`config.mk`:
```
export PLATFORM = sky130hd
export DESIGN_NAME = klingon_scan_display
export DESIGN_NICKNAME = d
export VERILOG_FILES = /design/src/rtl/klingon_pkg.sv /design/src/rtl/klingon_glyph_rom.sv /design/src/rtl/klingon_scan_display.sv
export SDC_FILE = /design/constraint.sdc
export NUM_CORES = 1
export LEC_CHECK = 0
export CORE_AREA = 2 2 95 97
export DETAILED_ROUTE_END_ITERATION = 10
export DIE_AREA = 0 0 97 99
export GPL_TIMING_DRIVEN = 0
export PLACE_DENSITY = 0.51
export SYNTH_ARGS = -nofsm -noshare
export SYNTH_HDL_FRONTEND = slang
export SYNTH_HIERARCHICAL = 1
export SYNTH_SLANG_ARGS = --single-unit
export TNS_END_PERCENT = 100
```
`constraint.sdc`:
```
create_clock -name clk -period 3.1 [get_ports clk]
set_input_delay 0.775 -clock clk [delete_from_list [all_inputs] [get_ports clk]]
set_output_delay 0.775 -clock clk [all_outputs]
set_load 0.05 [all_outputs]
```
`src/rtl/klingon_pkg.sv`:
```
// Shared constants for the Klingon-numeral scan display: code width and glyph table.
// Glyphs are active-high, bit0 = segment a through bit6 = segment g.
package klingon_pkg;

    localparam int CODE_W = 4;

    localparam logic [6:0] GLYPH_BLANK = 7'b0000000;

    localparam logic [6:0] KLINGON_GLYPH [0:9] = '{
        7'h49, 7'h30, 7'h36, 7'h76, 7'h1D,
        7'h63, 7'h5C, 7'h2B, 7'h7F, 7'h6E
    };

endpackage

```
`src/rtl/klingon_glyph_rom.sv`:
```
// Combinational code-to-glyph lookup; codes above 9 decode to a blank glyph.
// Zero latency, no flow control.
module klingon_glyph_rom
    import klingon_pkg::*;
(
    input  logic [CODE_W-1:0] code,
    output logic [6:0]        glyph
);

    always_comb begin
        glyph = GLYPH_BLANK;
        if (code <= CODE_W'(9))
            glyph = KLINGON_GLYPH[code];
    end

endmodule

```
`src/rtl/klingon_scan_display.sv`:
```
// Time-multiplexed N-digit Klingon 7-segment driver with double-buffered value and zero blanking.
// Outputs registered, one cycle behind the scan index; no backpressure, load is a fire-and-forget strobe.
module klingon_scan_display
    import klingon_pkg::*;
#(
    parameter int NUM_DIGITS  = 4,
    parameter int REFRESH_DIV = 50000,
    parameter int ACTIVE_LOW  = 1
) (
    input  logic                       clk,
    input  logic                       reset,
    input  logic                       load,
    input  logic [CODE_W*NUM_DIGITS-1:0] value,
    input  logic                       blank_lz,
    input  logic                       enable,
    output logic [6:0]                 seg,
    output logic [NUM_DIGITS-1:0]      an,
    output logic                       pending,
    output logic                       frame_done
);

    localparam int CNT_W = $clog2(REFRESH_DIV);
    localparam int IDX_W = (NUM_DIGITS > 2) ? $clog2(NUM_DIGITS) : 1;
    localparam logic POL = (ACTIVE_LOW != 0);
    localparam logic [6:0]            SEG_OFF = {7{POL}};
    localparam logic [NUM_DIGITS-1:0] AN_OFF  = {NUM_DIGITS{POL}};

    logic [CNT_W-1:0]             cnt;
    logic [IDX_W-1:0]             idx;
    logic [CODE_W*NUM_DIGITS-1:0] shadow;
    logic [CODE_W*NUM_DIGITS-1:0] disp;
    logic                         tick;
    logic                         wrap;
    logic [CODE_W-1:0]            code;
    logic [6:0]                   glyph;
    logic [6:0]                   glyph_vis;
    logic [NUM_DIGITS-1:0]        lz;
    logic                         zero_run;
    logic [NUM_DIGITS-1:0]        an_hot;

    assign tick = (cnt == CNT_W'(REFRESH_DIV - 1));
    assign wrap = tick && (idx == IDX_W'(NUM_DIGITS - 1));

    always_ff @(posedge clk or posedge reset) begin
        if (reset) begin
            cnt        <= '0;
            idx        <= '0;
            frame_done <= 1'b0;
        end else begin
            cnt        <= tick ? '0 : cnt + 1'b1;
            frame_done <= wrap;
            if (wrap)
                idx <= '0;
            else if (tick)
                idx <= idx + 1'b1;
        end
    end

    // A load coinciding with the wrap bypasses the shadow so it lands in this frame.
    always_ff @(posedge clk or posedge reset) begin
        if (reset) begin
            shadow  <= '0;
            disp    <= '0;
            pending <= 1'b0;
        end else if (load) begin
            shadow <= value;
            if (wrap) begin
                disp    <= value;
                pending <= 1'b0;
            end else begin
                pending <= 1'b1;
            end
        end else if (wrap && pending) begin
            disp    <= shadow;
            pending <= 1'b0;
        end
    end

    // lz[k] set when digit k and everything above it is zero; digit 0 always shows.
    always_comb begin
        lz       = '0;
        zero_run = 1'b1;
        for (int k = NUM_DIGITS - 1; k >= 0; k--) begin
            zero_run = zero_run & (disp[CODE_W*k +: CODE_W] == '0);
            lz[k]    = zero_run;
        end
        lz[0] = 1'b0;
    end

    assign code = disp[CODE_W*int'(idx) +: CODE_W];

    klingon_glyph_rom u_rom (
        .code  (code),
        .glyph (glyph)
    );

    assign glyph_vis = (blank_lz && lz[idx]) ? GLYPH_BLANK : glyph;
    assign an_hot    = {{(NUM_DIGITS-1){1'b0}}, 1'b1} << idx;

    always_ff @(posedge clk or posedge reset) begin
        if (reset) begin
            seg <= SEG_OFF;
            an  <= AN_OFF;
        end else if (!enable) begin
            seg <= SEG_OFF;
            an  <= AN_OFF;
        end else begin
            seg <= glyph_vis ^ SEG_OFF;
            an  <= an_hot ^ AN_OFF;
        end
    end

endmodule

```
==> results.py <==
metrics = {
    "run_status": {
        "status": "finished clean",
    },
    "clock_tree": {
        "clk_latency_ns": 0.35,
        "clkTransAtPathRegs_ns": 0.07,
        "cts_tree": "done",
        "cts_buffers": 9,
        "clk_path_buf_depth": 2,
        "cts_setup_buffers": 0,
        "post_cts_resize_count": 0,
        "cts_num_sinks": 63,
        "cts_root_buf": "clkbuf_8",
        "hold_buffers": 0,
        "cts_max_level": 3,
    },
    "setup_path": {
        "worst_path_max_delay_cell": "clkdlybuf4s50_1",
        "crit_end": "an[0]",
        "arrival_ns": 1.65,
        "cp_cell_sequence": "clkdlybuf4s50_1",
        "path_delay_family": "buffers and inverters",
        "cp.required_ns": 2.32,
        "crit_buf_inv": 1,
        "r2r_slack_ns": 0.85,
        "cp_max_fo": 1,
        "slowest_delay_ns": 0.79,
        "r2r-end": "disp[3]$_DFFE_PP0P_",
        "path_depth": 1,
        "endpoint_kind": "primary output",
        "rr_worst_depth": 7,
        "worstSetupStartpointType": "register",
        "critPathKind": "reg -> out",
        "cp-startpoint": "an[0]$_DFF_PP1_",
        "timing.rr.start": "cnt[0]$_DFF_PP0_",
    },
    "power_and_ir_drop": {
        "power_density_mw_per_mm2": 525,
        "power_uw": 1920,
        "ir_drop_mv": 0.171,
        "p_leak_uw": 0.00156,
    },
    "finish": {
        "seq_area_mm2": 0.00159,
        "n_antenna_cell": 0,
        "final_common_cell": "dfrtp_1",
        "syn_to_final_growth_pct": 24.5,
        "final_cells": 384,
        "post_route_cells_drive_above_1_share_pct": 30.4,
        "final_cell_mix": "dfrtp_1 (52), clkdlybuf4s50_1 (32), mux2_2 (24)",
        "multiInputGateArea_mm2": 0.00125,
        "fin_nets": 299,
        "final_core_util_pct": 42.9,
        "fill_cells": 822,
    },
    "yosys": {
        "synth_edf_count": 0,
        "synth_area_per_cell_um2": 13.0,
        "synth_cell_types": 46,
        "synth_seq_area_share_pct": 54.0,
        "synth.net_count": 255,
        "yosysWarningCount": 6,
        "ys_ff_latch": 63,
        "netlist_instances": 227,
        "yosys_most_used_dff": "dfrtp_1",
        "syn_area_mm2": 0.00295,
        "synth-async-reset-ratio_pct": 100,
    },
    "floorplan": {
        "die_area_mm2": 0.00960,
        "core_mm2": 0.00855,
        "num_io_pins": 34,
        "fp.dieH_um": 99,
        "dieWidth_um": 97,
        "rows": 34,
        "initial_core_util_pct": 34.5,
    },
    "grt": {
        "overflow": 0,
        "grt_max_degree": 37,
        "antenna_found_initial": 0,
        "grt.total_usage_pct": 12.8,
        "grt_pass1_vias": 1874,
        "grt_pass1_wl_um": 9550,
    },
    "timing": {
        "fmax_mhz": 412,
        "setup_violations": 0,
        "period_share_pct": 78.4,
        "finClkSkew_ns": 0.00552,
        "hold_ws_ns": 0.497,
        "hold_viol_final": 0,
        "slew_viol_final": 0,
        "tightest_slew_ns": 0.640,
        "rsz0062_at_grt": "false",
        "maxSlewHeadroom_pct": 57.3,
        "finalCriticalPeriod_ns": 2.43,
    },
    "route": {
        "drc": 0,
        "antenna_left": 0,
        "vias": 1885,
        "drtPass1Iterations": 4,
        "vias_per_cell": 4.91,
        "wl_um": 5730,
        "drt_iter0_markers": 50,
        "wl_per_cell_um": 14.9,
    },
    "place": {
        "hpwlAfterDp_um": 4030,
        "gp_congestion": 0.768,
        "numPlacedInstances": 368,
        "io_buffer_count": 32,
    },
    "flow_run": {
        "maxCapViolCount": 0,
    },
    "worst_hold_path": {
        "hold_class": "reg -> reg",
    },
}
==> worst min path at each step <==
stage	cells past startpoint	to	slack (ns)	from
CTS	1	shadow[11]$_DFFE_PP0P_	0.50	shadow[11]$_DFFE_PP0P_
global placement	1	shadow[0]$_DFFE_PP0P_	0.48	shadow[0]$_DFFE_PP0P_
detailed placement	1	shadow[11]$_DFFE_PP0P_	0.49	shadow[11]$_DFFE_PP0P_
finish	1	shadow[5]$_DFFE_PP0P_	0.50	shadow[5]$_DFFE_PP0P_
global route	1	shadow[5]$_DFFE_PP0P_	0.51	shadow[5]$_DFFE_PP0P_
floorplan	1	cnt[12]$_DFF_PP0_	0.46	cnt[12]$_DFF_PP0_
==> layer usage <==
layer | vias to the layer above | track usage [%] | share of wire [%] | wire (um)
met3 | 14 | 2.77 | 3.6 | 206
li1 | 899 | - | - | -
met4 | 0 | 7.58 | 2.6 | 150
met1 | 932 | 16.4 | 46 | 2660
met5 | - | 0 | 0 | 0
met2 | 40 | 20.0 | 47 | 2720
==> stage by stage <==
stage	cell area [um^2]	worst slack, ns	TNS, ns
after floorplan	2950	0.773	0
after global placement	3400	-0.465	-23.96
after detailed placement	3420	0.840	0
after CTS	3670	0.648	0
after global routing	3670	0.634	0
final	3670	0.670	0
==> power breakdown <==
group	switching, uW	leakage, uW	total, uW	internal [uW]
clock network	338	0.000123	874	536
registers	13.6	0.000778	877	863
logic	88.0	0.000659	174	85.5
total	439	0.00156	1920	1480
==> state kept, by name, summed over array words and instances, names as in the netlist <==
signal	flops
seg	7
shadow	16
idx	2
frame_done	1
cnt	16
an	4
disp	16
pending	1
==> cells by family (layout without fill, tap and decap cells) <==
family / after synthesis / in the layout / synth area share (%)
DFF: 63 / 63 / 54.0
buffers and inverters: 18 / 67 / 3.74
AOI/OAI and AO/OA: 18 / 18 / 4.63
muxes: 38 / 38 / 17.3
xor gates and xnor gates: 12 / 12 / 3.57
and+or+nand+nor: 71 / 71 / 13.8
adders and majority gates: 7 / 7 / 2.97
==> synth_stat cells, types with 2 or more instances <==
cell type	number	share of area (%)
mux4_2	4	3.1
dfstp_2	11	9.8
nor3_1	3	0.51
clkbuf_1	3	0.38
nand2_1	9	1.1
or4_1	2	0.51
o21ai_2	4	1.2
mux2_2	24	9.2
a21oi_1	4	0.68
xnor2_1	9	2.7
nor4_1	4	0.85
inv_1	10	1.3
o21ai_0	2	0.34
and4bb_2	2	0.85
nand3_1	11	1.9
mux2_4	10	5.1
ha_1	7	3.0
nor2_1	19	2.4
xor2_1	3	0.89
dfrtp_1	52	44
nand2b_1	2	0.42
buf_6	2	0.76
nand4_1	7	1.5
==> cell type report <==
class / instances / area share, %
tap: 108 / 3.68
clock buffer: 9 / 3.38
sequential: 63 / 43.4
multi-input combinational: 146 / 34.0
timing repair buffer: 33 / 9.28
clock inverter: 7 / 3.31
inverter: 10 / 1.02
buffer: 8 / 1.98
Power figures use the tool's default switching activity.
